[src/rtl/cpu_pkg.sv]
// Shared CPU constants and the register-dump state encoding.
package cpu_pkg;

    localparam int unsigned REG_ADDR_W = 5;
    localparam int unsigned DATA_W     = 32;

    typedef enum logic [1:0] {
        IDLE  = 2'd0,
        FETCH = 2'd1,
        SEND  = 2'd2,
        DONE  = 2'd3
    } dump_state_t;

endpackage

[src/rtl/reg_dump_ctrl.sv]
// Register-file dump engine: walks FIRST_REG..LAST_REG on one read port and
// streams (index, value) pairs over valid/ready while holding the CPU.
module reg_dump_ctrl
    import cpu_pkg::*;
#(
    parameter int unsigned FIRST_REG = 0,
    parameter int unsigned LAST_REG  = 31
) (
    input  logic                  clk,
    input  logic                  rst_n,
    input  logic                  start,
    input  logic                  abort,
    output logic [REG_ADDR_W-1:0] rn,
    input  logic [DATA_W-1:0]     rd_data,
    output logic                  cpu_hold,
    output logic                  busy,
    output logic                  done,
    output logic                  out_valid,
    input  logic                  out_ready,
    output logic [REG_ADDR_W-1:0] out_idx,
    output logic [DATA_W-1:0]     out_data
);

    localparam logic [REG_ADDR_W-1:0] FIRST_IDX = REG_ADDR_W'(FIRST_REG);
    localparam logic [REG_ADDR_W-1:0] LAST_IDX  = REG_ADDR_W'(LAST_REG);

    // Reject an empty or out-of-range dump window at elaboration.
    if (!(FIRST_REG <= LAST_REG && LAST_REG <= 31)) begin : g_bad_window
        $error("reg_dump_ctrl: need FIRST_REG <= LAST_REG <= 31");
    end

    dump_state_t            state_q, state_d;
    logic [REG_ADDR_W-1:0]  cnt_q, cnt_d;
    logic [REG_ADDR_W-1:0]  rn_d, idx_d;
    logic [DATA_W-1:0]      data_d;
    logic                   busy_d, done_d, valid_d;

    // Next state, counter and registered-output values.
    always_comb begin
        state_d = state_q;
        cnt_d   = cnt_q;
        idx_d   = out_idx;
        data_d  = out_data;

        case (state_q)
            IDLE: begin
                if (start) begin
                    state_d = FETCH;
                    cnt_d   = FIRST_IDX;
                end
            end
            FETCH: begin
                state_d = SEND;
                idx_d   = cnt_q;
                data_d  = rd_data;
            end
            SEND: begin
                if (out_ready) begin
                    // Compare before incrementing so LAST_REG=31 never wraps.
                    if (cnt_q == LAST_IDX) begin
                        state_d = DONE;
                    end else begin
                        cnt_d   = cnt_q + REG_ADDR_W'(1);
                        state_d = FETCH;
                    end
                end
            end
            DONE: begin
                state_d = IDLE;
            end
            default: begin
                state_d = IDLE;
            end
        endcase

        // Abort beats every other event once a dump is running.
        if (abort && (state_q != IDLE)) begin
            state_d = IDLE;
        end

        if (state_d == IDLE) begin
            cnt_d  = '0;
            idx_d  = '0;
            data_d = '0;
        end

        busy_d  = (state_d != IDLE);
        done_d  = (state_d == DONE);
        valid_d = (state_d == SEND);
        rn_d    = (state_d == IDLE) ? '0 : cnt_d;
    end

    // State, counter and output registers with synchronous reset.
    always_ff @(posedge clk) begin
        if (!rst_n) begin
            state_q   <= IDLE;
            cnt_q     <= '0;
            rn        <= '0;
            cpu_hold  <= 1'b0;
            busy      <= 1'b0;
            done      <= 1'b0;
            out_valid <= 1'b0;
            out_idx   <= '0;
            out_data  <= '0;
        end else begin
            state_q   <= state_d;
            cnt_q     <= cnt_d;
            rn        <= rn_d;
            cpu_hold  <= busy_d;
            busy      <= busy_d;
            done      <= done_d;
            out_valid <= valid_d;
            out_idx   <= idx_d;
            out_data  <= data_d;
        end
    end

endmodule

[config.mk]
export PLATFORM = sky130hd
export DESIGN_NAME = reg_dump_ctrl
export DESIGN_NICKNAME = d
export VERILOG_FILES = /design/src/rtl/cpu_pkg.sv /design/src/rtl/reg_dump_ctrl.sv
export SDC_FILE = /design/constraint.sdc
export NUM_CORES = 1
export LEC_CHECK = 0
export ABC_AREA = 1
export BUFFER_PORTS_ARGS = -buffer_cell sky130_fd_sc_hd__buf_2
export CAP_MARGIN = 20
export CORE_UTILIZATION = 44
export DETAILED_ROUTE_END_ITERATION = 10
export PLACE_DENSITY = 0.82
export SYNTH_ARGS = -nofsm -noshare
export SYNTH_HDL_FRONTEND = slang
export SYNTH_SLANG_ARGS = --single-unit
[constraint.sdc]
create_clock -name clk -period 1.35 [get_ports clk]
set_input_delay 0.2025 -clock clk [delete_from_list [all_inputs] [get_ports clk]]
set_output_delay 0.2025 -clock clk [all_outputs]
set_load 0.02 [all_outputs]
==> summary.txt, run 1 <==
clock buffer count from CTS -> 5
crit path launch -> state_q[0]
worst hold start -> rd_data[18]
Starting Density -> 45.47%
reg2reg end -> rn[2]
GRT Util Overall -> 16.36%
CP endpoint kind -> flop
CTS Sinks -> 52
DR vias/cell -> 4.606
Final WS setup -> -0.02065 ns
DRT Pass-1 Iters -> 4
placed cells -> 392
Seq pwr share -> 54.5%
Gate power share -> 15.0%
layout cells sized above 1 -> 57.70%
grt ovf -> 0
RR Startpoint -> state_q[0]
Final setup viols -> 1
fin crit share -> 101.5%
first-pass GRT wire length -> 6.817 mm
H-tree levels -> 2
unrepaired setup endpoints after global routing -> true
initial antenna violation count -> 0
register area share after synthesis -> 44.83%
setup bufs post-CTS -> 0
Max Freq -> 729.6 MHz
slew margin rel. -> 74.56%
Switching Share -> 24.92%
Hold-fix buffers, CTS -> 0
post-synthesis mux area share -> 16.49%
Final nets -> 368
most common cell after layout, fill and taps aside -> buf_2
Hold Path End -> out_data[18]
worst skew pair latency -> 0.29 ns
failing checks -> negative setup slack
total die area -> 5573 um2
Worst Hold Depth -> 4
IO Port Bufs -> 82
syn_area_per_cell -> 9.636 um2
CTS Buffer Depth -> 2
die extent in y -> 74.65 um
chip width -> 74.65 um
leakage power -> 1.433 nW
Max Cap Violations -> 0
min cycle time layout -> 1.371 ns
clock share of power -> 30.5%
Post-Synth Adder-Cell Area -> 0.5388%
Reg clk slew, reported paths -> 0.09 ns
net switching power -> 0.7217 mW
via count -> 1847
Post-Syn Area -> 2322 um2
largest family of logic cells by synthesized area -> compound AO/OA/AOI/OAI gates
Detail Route Antenna Nets -> 0
Worst Skew -> 0.003658 ns
Ports -> 83
Worst Hold Class -> input pin to flop
startpoint type of the worst setup path -> flop
Root Driver -> clkbuf_8
fin cells -> 401
peak supply drop -> 0.6557 mV
Worst R2R Path Depth -> 6
CTS tree -> yes
largest net degree at the start of global routing -> 31
Internal -> 2.174 mW
Synth Register Bits -> 52
count of cell types in the netlist -> 23
Net Count, Synth -> 279
Worst Path Required -> 1.52 ns
core area -> 5107 um2
xor/xnor cell area share of the yosys netlist -> 0%
Final Hold Viols -> 0
DRC errors left -> 0
vias in the first global route -> 1629
outcome -> finished, violations left
Syn Inst Count -> 241
Slew Limit Fails -> 0
CP Max Fanout -> 5
P per Cell Area -> 951.4 nW/um2
most frequent cells in the layout -> 82 x buf_2, 49 x dfxtp_1, 46 x inv_1
Antenna Cells -> 0
WS Path Type -> flop to flop
WL/cell -> 11.67 um
placer congestion estimate -> 0.8375
Setup TNS -> -0.02065 ns
placement row count -> 26
CP arrival -> 1.54 ns
Slew @ Worst Pin -> 0.3776 ns
Area Growth Syn to Fin -> 31.09%
starting DRC count in detailed routing -> 32
WL final -> 4.680 mm
Ys Warns -> 0
compound-gate portion of the synthesized area -> 18.48%
DP HPWL -> 3.261 mm
Simple-Gate Fraction of Synth Area -> 6.627%
r2r setup slk -> -0.02 ns
## per-stage QoR
step | utilization (%) | area (um2) | total power [mW] | worst slack [ns] | hold slack [ns]
floorplan | - | 2337 | 1.894 | 0.01974 | 0.4196
global placement | 56.59 | 2890 | 2.021 | 0.04186 | 0.5511
detailed placement | 56.59 | 2890 | 2.031 | -0.02608 | 0.5588
CTS | 58.75 | 3000 | 2.911 | 0.003263 | 0.2417
global route | 59.60 | 3044 | 3.049 | -0.09574 | 0.2470
finish | 59.60 | 3044 | 2.896 | -0.02065 | 0.2547
## registers in the layout, summed over array words and instances (netlist names)
register and flops:
rn 5, out_data 32, busy 1, state_q 2, out_valid 1, done 1, out_idx 5, cnt_q 5
## cell usage after synthesis
master | count | share of area, %
dfxtp_1 | 52 | 45
inv_1 | 46 | 7.4
a21oi_2 | 36 | 14
mux2_2 | 31 | 15
nand2_1 | 18 | 2.9
a21oi_1 | 11 | 2.4
inv_2 | 6 | 0.97
o21ai_0 | 6 | 1.3
buf_2 | 5 | 1.1
buf_4 | 5 | 1.6
nor2_1 | 5 | 0.81
buf_6 | 4 | 1.9
mux2_1 | 3 | 1.5
nand3_1 | 3 | 0.65
nand2_2 | 2 | 0.54
a21oi_4 | 1 | 0.70
a22oi_1 | 1 | 0.32
ha_1 | 1 | 0.54
nand3_2 | 1 | 0.43
nand4_1 | 1 | 0.27
nand4_2 | 1 | 0.54
nor2_4 | 1 | 0.48
o21ai_1 | 1 | 0.22
## routing by layer
metal  routed length, um  vias to the layer above  share of wire, %  track usage, %
met5                   0                        -                 0               0
met1                1936                      841                41           18.49
met2                2469                       58                53           28.93
met4                  78                        0               1.7           7.338
li1                    -                      941                 -               -
met3                 196                        7               4.2           4.284
## worst max-delay path, stage by stage, from the launching register on
cell and delay (ns):
dfxtp_2 0.34, inv_2 0.05, nand2_1 0.09, nor2_4 0.16
nand2_1 0.16, o21ai_0 0.36, a21oi_1 0.08
## what timing repair did
item | CTS | global route
cloned | 0 | 1
gates resized for setup | 3 | 6
endpoints found under the setup margin | 44 | 47
## how the worst max path moves through the flow
stage | to | slack, ns
after floorplan | cnt_q[0] | 0.02
after global placement | cnt_q[4] | 0.04
after detailed placement | rn[2] | -0.03
after CTS | rn[2] | 0.003
after global routing | rn[2] | -0.1
final | rn[2] | -0.02
## power by group through the flow
stage / combinational [mW] / clock [mW] / sequential (mW)
3_3_place_gp: 0.408 / 0 / 1.61
2_1_floorplan: 0.245 / 0 / 1.65
4_1_cts: 0.421 / 0.912 / 1.58
5_1_grt: 0.473 / 0.993 / 1.58
3_5_place_dp: 0.416 / 0 / 1.61
6_report: 0.434 / 0.884 / 1.58
## layout make-up
type,count,area (um2)
multi-input combinational,123,1028
timing repair buffer,96,595.6
sequential,52,1045
clock inverter,2,10.01
fill,456,2063
inverter,52,195.2
tap,70,87.58
clock buffer,6,82.58
## cells by family (layout without fill, tap and decap cells)
| family | count (synthesis) | in the layout |
|---|---|---|
| flip-flops | 52 | 52 |
| AO/OA/AOI/OAI | 56 | 56 |
| multiplexers | 34 | 34 |
| AND/OR/NAND/NOR | 32 | 32 |
| buffers and inverters | 66 | 156 |
| adder cells (fa/ha/maj) | 1 | 1 |
Power figures use the tool's default switching activity.
==> run 2, diff against run 1 <==
--- a/config.mk
+++ b/config.mk
@@ -8,6 +8,7 @@
 export ABC_AREA = 1
 export BUFFER_PORTS_ARGS = -buffer_cell sky130_fd_sc_hd__buf_2
 export CAP_MARGIN = 20
+export CORE_ASPECT_RATIO = 0.75
 export CORE_UTILIZATION = 44
 export DETAILED_ROUTE_END_ITERATION = 10
 export PLACE_DENSITY = 0.82
==> run 2 against run 1 <==
The flow still finishes with violations (negative setup slack); clock-buffer cell count is 2 higher; non-clock buffer count rose by 1; register-to-register slack about the same; die area about the same; maximum frequency fell by 0.87%; critical path depth up 2; critical path type unchanged; critical endpoint unchanged; largest cell class unchanged.
==> summary.txt, run 2 (synthesized netlist as in run 1, its figures left out) <==
fin crit share -> 102.4% (+0.89 points)
Fill cells -> 432 (-5.3%)
die extent in y -> 64.92 um (-13%)
worst hold start -> rd_data[5]
CTS Buffer Depth -> 2 (unchanged)
Ports -> 83 (unchanged)
most common cell after layout, fill and taps aside -> buf_2
WL/cell -> 12.26 um (+5.0%)
starting DRC count in detailed routing -> 156 (+390%)
RR Startpoint -> cnt_q[1]
leakage power -> 1.438 nW (+0.34%)
CP arrival -> 1.62 ns (+0.08 ns)
H-tree levels -> 2 (unchanged)
reg2reg end -> rn[2]
min cycle time layout -> 1.383 ns (+0.01197 ns)
clock buffer count from CTS -> 5 (unchanged)
WL final -> 4.953 mm (+5.8%)
setup bufs post-CTS -> 0 (unchanged)
Design Area, Final -> 3070 um2 (+0.86%)
Max Cap Violations -> 0 (unchanged)
slew margin rel. -> 79.60% (+5.0 points)
grt ovf -> 0 (unchanged)
Slew Limit Fails -> 0 (unchanged)
Util after Layout -> 61.63% (+2.0 points)
Final WS setup -> -0.03263 ns (-0.01197 ns)
Worst Hold Class -> input pin to flop
Setup TNS -> -0.2880 ns (-0.2673 ns)
initial antenna violation count -> 0 (unchanged)
vias in the first global route -> 1730 (+6.2%)
Detail Route Antenna Nets -> 0 (unchanged)
Worst Path Required -> 1.58 ns (+0.06 ns)
placer congestion estimate -> 0.9542 (+14%)
CTS tree -> yes
Final Hold Viols -> 0 (unchanged)
CTS Sinks -> 52 (unchanged)
layout cells sized above 1 -> 57.83% (+0.13 points)
Hold Path End -> out_data[5]
peak supply drop -> 0.5055 mV (-23%)
GRT Util Overall -> 18.08% (+1.7 points)
Reg clk slew, reported paths -> 0.09 ns (about the same)
r2r setup slk -> -0.03 ns (about the same)
Final nets -> 369 (+0.27%)
core area -> 4982 um2 (-2.4%)
via count -> 1834 (-0.70%)
Root Driver -> clkbuf_8
CP endpoint kind -> flop
startpoint type of the worst setup path -> flop
total die area -> 5575 um2 (about the same)
most frequent cells in the layout -> 82 x buf_2, 49 x dfxtp_1, 46 x inv_1
WS Path Type -> flop to flop
outcome -> finished, violations left
CP Max Fanout -> 30 (+25)
Final setup viols -> 27 (+26)
Slew @ Worst Pin -> 0.3028 ns (-0.07485 ns)
DP HPWL -> 3.296 mm (+1.1%)
first-pass GRT wire length -> 7.783 mm (+14%)
failing checks -> negative setup slack
IO Port Bufs -> 82 (unchanged)
P per Cell Area -> 958.2 nW/um2 (+0.72%)
register bank with the most flops -> out_data
chip width -> 85.89 um (+15%)
largest net degree at the start of global routing -> 32 (+3.2%)
FF+latch area -> 1045 um2 (unchanged)
Antenna Cells -> 0 (unchanged)
Final Power -> 2.942 mW (+1.6%)
Max Freq -> 723.3 MHz (-0.87%)
Starting Density -> 46.61% (+1.1 points)
unrepaired setup endpoints after global routing -> true
Worst Skew -> 0.005687 ns (+0.002029 ns)
max FFs per register -> 32 (unchanged)
DRC errors left -> 0 (unchanged)
Area Growth Syn to Fin -> 32.22%
Worst Hold Depth -> 4 (unchanged)
area of the multi-input gates -> 1031 um2 (+0.24%)
DR vias/cell -> 4.540 (-1.4%)
Post-DP Area -> 2873 um2 (-0.61%)
DRT Pass-1 Iters -> 4 (unchanged)
placement row count -> 22 (-15%)
worst skew pair latency -> 0.30 ns (about the same)
Worst R2R Path Depth -> 8 (+2)
run 2: cell types whose count changed in the layout (fill, tap and decap cells not counted), moves of 2 or more:
cell / before / now
buf_6: 0 / 3
a21oi_1: 10 / 8
a21oi_2: 37 / 39
buf_4: 8 / 6
clkbuf_1: 0 / 2
clkinv_2: 2 / 0
run 2: repair_timing:
action                     in CTS  in global routing
gates resized for setup         2                  9
setup endpoints to repair      34                 48
pin swaps                       0                  2
cloned                          0                  3
hold buffers                    0                  0
run 2: area by class of cell:
cell class	instances	area share, %
clock buffer	8	2.934
inverter	52	6.357
multi-input combinational	123	33.58
sequential	52	34.03
tap	72	2.934
timing repair buffer	97	20.17
run 2: where the power goes:
part / internal [mW] / switching, mW / leakage [nW] / total [mW]
clock network: 0.419 / 0.494 / 0.0455 / 0.914
registers: 1.56 / 0.0144 / 0.422 / 1.58
logic: 0.207 / 0.243 / 0.970 / 0.450
run 2: worst max-delay path by stage:
| stage | from | endpoint | slack [ns] | depth (start not counted) |
|---|---|---|---|---|
| floorplan | cnt_q[1] | cnt_q[0] | 0.02 | 9 |
| global route | cnt_q[1] | rn[2] | -0.11 | 8 |
| CTS | cnt_q[1] | out_data[11] | -0.01 | 8 |
| global placement | cnt_q[1] | cnt_q[4] | 0.04 | 8 |
| detailed placement | cnt_q[1] | out_data[11] | -0.02 | 8 |
| finish | cnt_q[1] | rn[2] | -0.03 | 8 |
run 2: critical path, stage by stage, from the launching register on:
cell and delay [ns]:
dfxtp_2 0.36, ha_4 0.16, nand4_4 0.13, nand2_2 0.09, nand2_2 0.05, nand2_2 0.08, nand3_4 0.10, buf_12 0.20
a21oi_1 0.15
run 2: through the flow:
| step | instances | worst slack (ns) | hold slack, ns |
|---|---|---|---|
| after global placement | 393 | 0.04033 | 0.5482 |
| after floorplan | 241 | 0.01974 | 0.4196 |
| after detailed placement | 393 | -0.02232 | 0.5567 |
| after CTS | 401 | -0.01459 | 0.2421 |
| after global routing | 404 | -0.1095 | 0.2491 |
| final | 404 | -0.03263 | 0.2423 |
run 2: metal layers:
metal | up-vias | routed length, um | track usage (%)
met3 | 5 | 247 | 4.204
met2 | 62 | 2392 | 30.36
met5 | - | 0 | 0
met4 | 0 | 37 | 7.917
met1 | 823 | 2276 | 22.17
li1 | 944 | - | -
==> run 3, diff against run 2 <==
--- a/config.mk
+++ b/config.mk
@@ -5,13 +5,12 @@
 export SDC_FILE = /design/constraint.sdc
 export NUM_CORES = 1
 export LEC_CHECK = 0
-export ABC_AREA = 1
 export BUFFER_PORTS_ARGS = -buffer_cell sky130_fd_sc_hd__buf_2
 export CAP_MARGIN = 20
 export CORE_ASPECT_RATIO = 0.75
 export CORE_UTILIZATION = 44
 export DETAILED_ROUTE_END_ITERATION = 10
-export PLACE_DENSITY = 0.82
+export PLACE_DENSITY = 0.83
 export SYNTH_ARGS = -nofsm -noshare
 export SYNTH_HDL_FRONTEND = slang
 export SYNTH_SLANG_ARGS = --single-unit
==> run 3 against run 2 <==
The run now ends clean; register-to-register slack better by 0.04 ns; routed wire length hardly changed; final cell count is 18% lower; maximum frequency is 2.8% higher; area after synthesis is 5.7% lower; global-route usage is 1.3 points higher; total power is 0.59% higher; hold slack worse by 0.093 ns.
==> summary.txt, run 3 <==
Root Driver -> clkbuf_8
DRT Pass-1 Iters -> 4 (unchanged)
Detail Route Antenna Nets -> 0 (unchanged)
crit-path cells -> ha_4, and4_4, or3_4, a221oi_2
most frequent cells in the layout -> 82 x buf_2, 48 x dfxtp_1, 37 x mux2i_1
peak supply drop -> 0.6988 mV (+38%)
Net Count, Synth -> 230 (-18%)
count leader, synth -> dfxtp_1
GRT Util Overall -> 19.35% (+1.3 points)
Slew @ Worst Pin -> 0.3718 ns (+0.06899 ns)
Worst Hold Class -> input pin to flop
startpoint type of the worst setup path -> flop
Ys Warns -> 0 (unchanged)
Crit-path slowest cell -> or3_4
placement row count -> 21 (-4.5%)
Max stage delay on crit path -> 0.35 ns (about the same)
most common cell after layout, fill and taps aside -> buf_2
Ports -> 83 (unchanged)
largest net degree at the start of global routing -> 43 (+34%)
fin crit share -> 99.67% (-2.7 points)
IO Port Bufs -> 82 (unchanged)
first-pass GRT wire length -> 8.204 mm (+5.4%)
Final setup viols -> 0 (-100%)
outcome -> finished, final reports clean
die extent in y -> 63.09 um (-2.8%)
slew margin rel. -> 75.11% (-4.5 points)
CP arrival -> 1.55 ns (-0.07 ns)
WL final -> 4.950 mm (about the same)
Final WS setup -> 0.004434 ns (+0.03706 ns)
grt ovf -> 0 (unchanged)
Synth top area share -> 47.54% (+2.7 points)
top_reg_cell synth -> dfxtp_1
initial antenna violation count -> 0 (unchanged)
WL/cell -> 14.86 um (+21%)
chip width -> 83.46 um (-2.8%)
CP endpoint kind -> flop
leakage power -> 1.397 nW (-2.8%)
via count -> 1813 (-1.1%)
total die area -> 5265 um2 (-5.6%)
Area Growth Syn to Fin -> 31.20%
CTS tree -> yes
worst skew pair latency -> 0.29 ns (about the same)
vias in the first global route -> 1770 (+2.3%)
Reg clk slew, reported paths -> 0.08 ns (about the same)
Fill cells -> 409 (-5.3%)
H-tree levels -> 2 (unchanged)
register bank with the most flops -> out_data
Syn Inst Count -> 192 (-20%)
unrepaired setup endpoints after global routing -> true
layout cells sized above 1 -> 46.01% (-12 points)
min cycle time layout -> 1.346 ns (-0.03706 ns)
top cells by area in the synthesized netlist -> dfxtp_1 48%, mux2i_1 17%, a211oi_1 14%
Max Cap Violations -> 0 (unchanged)
count of cell types in the netlist -> 39 (+70%)
starting DRC count in detailed routing -> 42 (-73%)
crit path buf inv count -> 0 (-1)
placed cells -> 325 (-17%)
register area share after synthesis -> 47.54% (+2.7 points)
Antenna Cells -> 0 (unchanged)
clock buffer count from CTS -> 5 (unchanged)
Hold Slack -> 0.1493 ns (-0.09303 ns)
Starting Density -> 47.35% (+0.74 points)
DP HPWL -> 3.263 mm (-1.0%)
Max Freq -> 743.2 MHz (+2.8%)
placer congestion estimate -> 0.8444 (-12%)
core area -> 4624 um2 (-7.2%)
DR vias/cell -> 5.444 (+20%)
EDFF count, synth -> 0 (unchanged)
max FFs per register -> 32 (unchanged)
Design Area, Final -> 2873 um2 (-6.4%)
pre-CTS WS -> -0.1053 ns (-0.08300 ns)
DRC errors left -> 0 (unchanged)
Worst Skew -> 0.003523 ns (-0.002164 ns)
CTS Sinks -> 52 (unchanged)
fraction of registers with async set/reset -> 0% (unchanged)
Slew Limit Fails -> 0 (unchanged)
worst hold start -> rst_n
Top delay family on crit path -> simple AND/OR/NAND/NOR gates
Worst Path Required -> 1.56 ns (-0.02 ns)
RR Startpoint -> cnt_q[1]
Post-DP Area -> 2676 um2 (-6.8%)
fin cells -> 333 (-18%)
CP Max Fanout -> 3 (-90%)
crit path launch -> cnt_q[1]
WS Path Type -> flop to flop
CTS Buffer Depth -> 2 (unchanged)
syn_area_per_cell -> 11.40 um2 (+18%)
most instantiated cells after synthesis -> 52 x dfxtp_1, 41 x a211oi_1, 37 x mux2i_1
Final nets -> 315 (-15%)
Synth Register Bits -> 52 (unchanged)
area leader, netlist -> dfxtp_1
P per Cell Area -> 1030 nW/um2 (+7.5%)
Post-Syn Area -> 2190 um2 (-5.7%)
Final Hold Viols -> 0 (unchanged)
-- run 3: final cells by class --
cell class	instances	area [um2]	share of cell area, %
timing repair buffer	99	604.3	21.04
clock buffer	5	68.82	2.395
multi-input combinational	118	1046	36.41
sequential	52	1049	36.50
inverter	1	3.754	0.1307
clock inverter	1	30.03	1.045
tap	57	71.32	2.483
-- run 3: power by group --
| group | total (mW) | internal (mW) | switching, mW |
|---|---|---|---|
| logic | 0.386 | 0.175 | 0.212 |
| registers | 1.58 | 1.56 | 0.0191 |
| clock network | 0.994 | 0.532 | 0.462 |
-- run 3: stage by stage --
stage	utilization (%)	TNS (ns)	total power [mW]
after floorplan	-	0	1.881
after global placement	57.87	0	1.977
after detailed placement	57.87	-1.346	1.987
after CTS	61.17	-0.001888	2.980
after global routing	62.12	-0.1457	3.087
final	62.12	0	2.959
-- run 3: final timing paths --
check        depth (start not counted)  slack, ns      endpoint
min reg2reg                          2       0.55  out_data[29]
min                                  2       0.15    state_q[0]
max reg2reg                          4      0.004         rn[0]
max                                  4      0.004         rn[0]
-- run 3: logic make-up after synthesis --
logic type / Yosys count / share of synthesized area, %
adders and majority gates: 1 / 0.5713
xor gates and xnor gates: 1 / 0.4001
AOI/OAI and AO/OA: 53 / 18.17
muxes: 37 / 16.91
DFF: 52 / 47.54
buffers and inverters: 22 / 8.057
and+or+nand+nor: 26 / 8.344
-- run 3: metal layers --
| metal | GRT usage (%) | wire length, um |
|---|---|---|
| met1 | 24.51 | 2238 |
| met2 | 32.79 | 2370 |
| met3 | 4.718 | 311 |
| met4 | 5.932 | 29 |
| met5 | 0 | 0 |
-- run 3: worst reg2reg max path: cells and delay by family, from the launching register on --
kind                       cells  cell delay [ns]
and+or+nand+nor                2             0.50
AOI/OAI and AO/OA              1             0.26
DFF                            1             0.34
adders and majority gates      1             0.16
-- run 3: timing repair --
item	CTS	global route
resized for setup	12	8
hold buffers	0	0
endpoints found under the setup margin	43	21
pin swaps	2	4
cloned	0	0
buffers inserted	1	1
